`config.mk`:
```
export PLATFORM = sky130hd
export DESIGN_NAME = vga_src_arbiter
export DESIGN_NICKNAME = d
export VERILOG_FILES = /design/src/rtl/vga_src_arbiter.sv
export SDC_FILE = /design/constraint.sdc
export NUM_CORES = 1
export LEC_CHECK = 0
export ABC_CLOCK_PERIOD_IN_PS = 1950
export BUFFER_PORTS_ARGS = -buffer_cell sky130_fd_sc_hd__buf_2
export CAP_MARGIN = 25
export CORE_AREA = 2 2 69 71
export DETAILED_ROUTE_END_ITERATION = 10
export DIE_AREA = 0 0 71 73
export SETUP_SLACK_MARGIN = 0.4
export SLEW_MARGIN = 20
export SYNTH_ARGS = -nofsm -noshare
export SYNTH_HDL_FRONTEND = slang
export SYNTH_SLANG_ARGS = --single-unit
export TNS_END_PERCENT = 30
```
`constraint.sdc`:
```
create_clock -name clk -period 1.95 [get_ports clk]
set_input_delay 0.195 -clock clk [delete_from_list [all_inputs] [get_ports clk]]
set_output_delay 0.195 -clock clk [all_outputs]
set_load 0.005 [all_outputs]
```
`src/rtl/vga_src_arbiter.sv`:
```
`default_nettype none
// ============================================================================
// Module   : vga_src_arbiter
// Purpose  : Chooses which of the six screen renderers drives the VGA RGB
//            output. The source changes only on frame_start, and black frames
//            are inserted on every change so no frame is ever torn. Also
//            applies the win/lose blink overlay.
// Revision : 1.0  initial release
// ----------------------------------------------------------------------------
// Ports
//   clk          in   1   system clock
//   clr          in   1   asynchronous active-high reset
//   vga_control  in   4   requested screen (1..6 valid, anything else = none)
//   blink        in   1   blink phase level
//   frame_start  in   1   1-cycle pulse at start of vertical blank
//   pix_de       in   1   visible-pixel enable
//   src_rgb      in   72  six 12-bit sources, [12k-1:12(k-1)] = mode k
//   rgb          out  12  registered pixel to the VGA pins
//   cur_src      out  3   mode currently selected (0..6)
//   switching    out  1   high while blank frames are being inserted
//   sw_done      out  1   1-cycle pulse when the first shown frame begins
// ============================================================================
module vga_src_arbiter #(
  parameter int unsigned BLANK_FRAMES = 2,
  parameter logic [5:0]  BLINK_MASK   = 6'b110000,
  parameter logic [11:0] BLINK_COLOR  = 12'h000
) (
  input  logic        clk,
  input  logic        clr,
  input  logic [3:0]  vga_control,
  input  logic        blink,
  input  logic        frame_start,
  input  logic        pix_de,
  input  logic [71:0] src_rgb,
  output logic [11:0] rgb,
  output logic [2:0]  cur_src,
  output logic        switching,
  output logic        sw_done
);

  localparam int CNT_W = (BLANK_FRAMES > 1) ? $clog2(BLANK_FRAMES) : 1;
  // Counter holds "frames still to blank after the current one".
  localparam logic [CNT_W-1:0] c_RELOAD =
      CNT_W'((BLANK_FRAMES > 0) ? BLANK_FRAMES - 1 : 0);

  typedef enum logic [1:0] {
    S_IDLE  = 2'd0,
    S_BLANK = 2'd1,
    S_SHOW  = 2'd2
  } state_t;

  state_t           r_state, w_state_nxt;
  logic [CNT_W-1:0] r_blank_cnt, w_cnt_nxt;
  logic [2:0]       w_req, w_src_nxt;
  logic             w_switching_nxt, w_sw_done_nxt;
  logic [11:0]      w_rgb_nxt, w_src_pix;
  logic             w_blink_en;

  // Out-of-range requests collapse to "no screen".
  assign w_req = (vga_control >= 4'd1 && vga_control <= 4'd6) ? vga_control[2:0] : 3'd0;

  // --------------------------------------------------------------------------
  // State register
  // --------------------------------------------------------------------------
  always_ff @(posedge clk or posedge clr) begin
    if (clr) begin
      r_state     <= S_IDLE;
      r_blank_cnt <= '0;
      cur_src     <= 3'd0;
      switching   <= 1'b0;
      sw_done     <= 1'b0;
      rgb         <= 12'h000;
    end else begin
      r_state     <= w_state_nxt;
      r_blank_cnt <= w_cnt_nxt;
      cur_src     <= w_src_nxt;
      switching   <= w_switching_nxt;
      sw_done     <= w_sw_done_nxt;
      rgb         <= w_rgb_nxt;
    end
  end

  // --------------------------------------------------------------------------
  // Next-state logic: every decision is taken in the frame_start cycle only.
  // A changed request always wins, even mid-blank, which restarts blanking.
  // --------------------------------------------------------------------------
  always_comb begin
    w_state_nxt     = r_state;
    w_cnt_nxt       = r_blank_cnt;
    w_src_nxt       = cur_src;
    w_switching_nxt = switching;
    w_sw_done_nxt   = 1'b0;
    if (frame_start) begin
      if (w_req != cur_src) begin
        w_src_nxt = w_req;
        if (w_req == 3'd0) begin
          w_state_nxt     = S_IDLE;
          w_switching_nxt = 1'b0;
        end else if (BLANK_FRAMES == 0) begin
          w_state_nxt     = S_SHOW;
          w_switching_nxt = 1'b0;
          w_sw_done_nxt   = 1'b1;
        end else begin
          w_state_nxt     = S_BLANK;
          w_cnt_nxt       = c_RELOAD;
          w_switching_nxt = 1'b1;
        end
      end else if (r_state == S_BLANK) begin
        if (r_blank_cnt == '0) begin
          w_state_nxt     = S_SHOW;
          w_switching_nxt = 1'b0;
          w_sw_done_nxt   = 1'b1;
        end else begin
          w_cnt_nxt = r_blank_cnt - CNT_W'(1);
        end
      end
    end
  end

  // --------------------------------------------------------------------------
  // Pixel path: uses the registered (pre-update) source and state, so the
  // frame_start pixel still belongs to the old frame.
  // --------------------------------------------------------------------------
  always_comb begin
    w_src_pix  = 12'h000;
    w_blink_en = 1'b0;
    case (cur_src)
      3'd1: begin w_src_pix = src_rgb[11:0];  w_blink_en = BLINK_MASK[0]; end
      3'd2: begin w_src_pix = src_rgb[23:12]; w_blink_en = BLINK_MASK[1]; end
      3'd3: begin w_src_pix = src_rgb[35:24]; w_blink_en = BLINK_MASK[2]; end
      3'd4: begin w_src_pix = src_rgb[47:36]; w_blink_en = BLINK_MASK[3]; end
      3'd5: begin w_src_pix = src_rgb[59:48]; w_blink_en = BLINK_MASK[4]; end
      3'd6: begin w_src_pix = src_rgb[71:60]; w_blink_en = BLINK_MASK[5]; end
      default: begin w_src_pix = 12'h000; w_blink_en = 1'b0; end
    endcase
  end

  always_comb begin
    w_rgb_nxt = 12'h000;
    if (pix_de && r_state == S_SHOW) begin
      w_rgb_nxt = (w_blink_en && blink) ? BLINK_COLOR : w_src_pix;
    end
  end

endmodule
`default_nettype wire

```
==> results.sh <==
export IMPL_skew_ns=0.00398
export IMPL_critPathMaxFanout=5
export IMPL_seq_area_um2=479
export IMPL_die_h_um=73
export IMPL_drc_errors=0
export IMPL_fmax_mhz=628
export IMPL_setup_viol=0
export IMPL_power_density_nw_per_um2=575
export IMPL_synth_simple_area_share_pct=15.2
export IMPL_hold_class="in2async"
export IMPL_cts_tree="done"
export IMPL_drt_iter0_markers=132
export IMPL_grt_pass1_vias=1534
export IMPL_dp_hpwl_mm=3.51
export IMPL_cts_inserted_buffers=3
export IMPL_multi_input_area_um2=803
export IMPL_placed_area_um2=1860
export IMPL_fin_ws_ns=0.358
export IMPL_slew_violations=0
export IMPL_fillCellCount=467
export IMPL_cp_cell_sequence="and3b_1 > o211ai_1 > a21oi_2 > o21ai_4 > nand2_4 > o32ai_2"
export IMPL_setup_tns_ns=0
export IMPL_nNetsFinal=326
export IMPL_avgRoutedWirePerCell_um=15.4
export IMPL_clock_sinks=19
export IMPL_place_ws_ns=0.276
export IMPL_drt_vias_per_instance=5.22
export IMPL_cts_buffer_depth=2
export IMPL_synth_compound_area_share_pct=30.9
export IMPL_antenna_found_initial=0
export IMPL_worstSetupStartpointType="register"
export IMPL_mostFrequentLayoutCells="buf_2 (97), nor2_1 (18), dfrtp_1 (16)"
export IMPL_fin_area_um2=2030
export IMPL_die_area_um2=5180
export IMPL_grt_pass1_wl_mm=7.00
export IMPL_cap_violations=0
export IMPL_cp_arrival_ns=1.75
export IMPL_period_share_pct=81.6
export IMPL_dr_pass1_iters=4
export IMPL_port_buffers=97
export IMPL_drive_above_1_share_pct=54.1
export IMPL_yosys_warnings=0
export IMPL_ant_nets=0
export IMPL_synthMuxAreaShare_pct=12.8
export IMPL_clkLatencyLatePin_ns=0.26
export IMPL_finalHoldViolCount=0
export IMPL_synth_xor_xnor_area_share_pct=0.677
export IMPL_ys_types=43
export IMPL_yosys_register_bits=19
export IMPL_syn_area_um2=1290
export IMPL_seq_area_frac_synth_pct=36.8
export IMPL_maxSlewHeadroom_pct=49.0
export IMPL_synth_ff_type="dfrtp_1"
export IMPL_critPathKind="reg2reg"
export IMPL_synth_edf_count=0
export IMPL_gp_congestion=0.883
export IMPL_syn_num_nets=219
export IMPL_slowest_delay_ns=0.45
export IMPL_synth_avg_cell_area_um2=9.37
export IMPL_mostFrequentLayoutCell="buf_2"
export IMPL_crit_path_top_delay_cell="dfrtp_2"
export IMPL_num_antenna_cells=0
export IMPL_p_leak_nw=0.995
export IMPL_synthCells=138
export IMPL_ys_async_sr_fraction_pct=100
export IMPL_rsz0062_at_grt="yes"
export IMPL_status="finished, final reports clean"
export IMPL_initial_core_util_pct=28.5
export IMPL_grt_ovfl_total=0
export IMPL_tightest_slew_ns=0.765
export IMPL_min_period_ns=1.59
export IMPL_grt_max_degree=24
export IMPL_routed_wl_mm=4.60
export IMPL_rows=25
export IMPL_crit_required_ns=2.11
export IMPL_htree_levels=1
export IMPL_grt_util_all_layers_pct=16.9
export IMPL_clk_pin_slew_worst_paths_ns=0.08
export IMPL_core_area_um2=4540
export IMPL_ctsRootBufferMaster="clkbuf_8"
export IMPL_vias=1557
export IMPL_end_kind="register"
export IMPL_ir_worst_vdd_v=0.000305
export IMPL_syn_to_final_growth_pct=57.0
export IMPL_synth_fa_ha_area_share_pct=0
export IMPL_synth_top_family_by_area="compound AO/OA/AOI/OAI gates"
export IMPL_die_w_um=71
export IMPL_ios=98
final timing paths:
kind                        startpoint         end  slack [ns]  depth (start not counted)
max in group asynchronous          clr  cur_src[1]        1.36                          2
setup / recovery            cur_src[1]  cur_src[1]        0.36                          6
min in group clk            src_rgb[0]      rgb[0]        0.19                          3
hold / removal                     clr      rgb[7]        0.06                          2
setup reg to reg            cur_src[1]  cur_src[1]        0.36                          6
hold reg to reg            r_blank_cnt     sw_done        0.51                          1
metrics by stage:
step / total power, mW / util, % / instances / hold slack [ns]
after floorplan: 0.673 / - / 138 / 0.146
after global placement: 0.834 / 41.0 / 288 / 0.376
after detailed placement: 0.836 / 41.0 / 288 / 0.375
after CTS: 1.14 / 43.5 / 295 / 0.0971
after global routing: 1.24 / 44.8 / 298 / 0.159
final: 1.17 / 44.8 / 298 / 0.0638
sequential cells by signal (all words and copies together), names as in the netlist:
signal / count
rgb: 12
cur_src: 3
r_state: 1
r_blank_cnt: 1
switching: 1
sw_done: 1
final cells by class:
type | count | share of cell area (%)
flip-flops and latches | 19 | 23.6
repair buffers | 109 | 30.2
multi-input cells | 108 | 39.6
inverters | 4 | 1.05
clock buffers | 3 | 2.03
clock inverters | 1 | 0.246
well taps | 54 | 3.33
worst max-delay path, delay by kind of cell, from the launching register on:
family	cells	cell delay (ns)
and+or+nand+nor	2	0.29
AOI/OAI and AO/OA	4	0.77
DFF	1	0.45
power by group:
group / switching (mW) / leakage (nW) / total [mW] / internal [mW]
Combinational: 0.207 / 0.716 / 0.428 / 0.220
Clock: 0.144 / 0.0255 / 0.286 / 0.142
Sequential: 0.0309 / 0.254 / 0.454 / 0.423
Yosys cell counts (3+ instances only):
library cell  number  area share (%)
a221o_1            4             3.1
nand2_1            8             2.3
a22oi_1            7             4.1
buf_2              5             1.9
o22ai_1            7             3.4
dfrtp_1           19              37
mux2_2             4             3.5
a221oi_1           5             3.4
mux2i_1           12             9.3
inv_1              4             1.2
nor2_1            19             5.5
nor2b_1            3             1.5
a21oi_1            5             1.9
what timing repair did:
action	in CTS	in global routing
hold buffers	0	0
gates resized for setup	12	8
pin swaps	5	8
gates cloned	0	1
endpoints found under the setup margin	17	17
setup buffers	3	2
per-layer routing:
layer / part of all wire, % / wire length [um] / GRT usage (%) / up-vias
met5: 0 / 0 / 0 / -
met4: 1.1 / 51 / 5.24 / 0
met3: 8.5 / 391 / 3.59 / 6
met2: 49 / 2260 / 28.7 / 72
met1: 41 / 1900 / 21.6 / 726
li1: - / - / - / 753
kinds of logic after synthesis:
logic type,count (synthesis)
AO/OA/AOI/OAI,51
buffers and inverters,11
flip-flops,19
AND/OR/NAND/NOR,40
XOR/XNOR,1
multiplexers,16
Power figures use the tool's default switching activity.
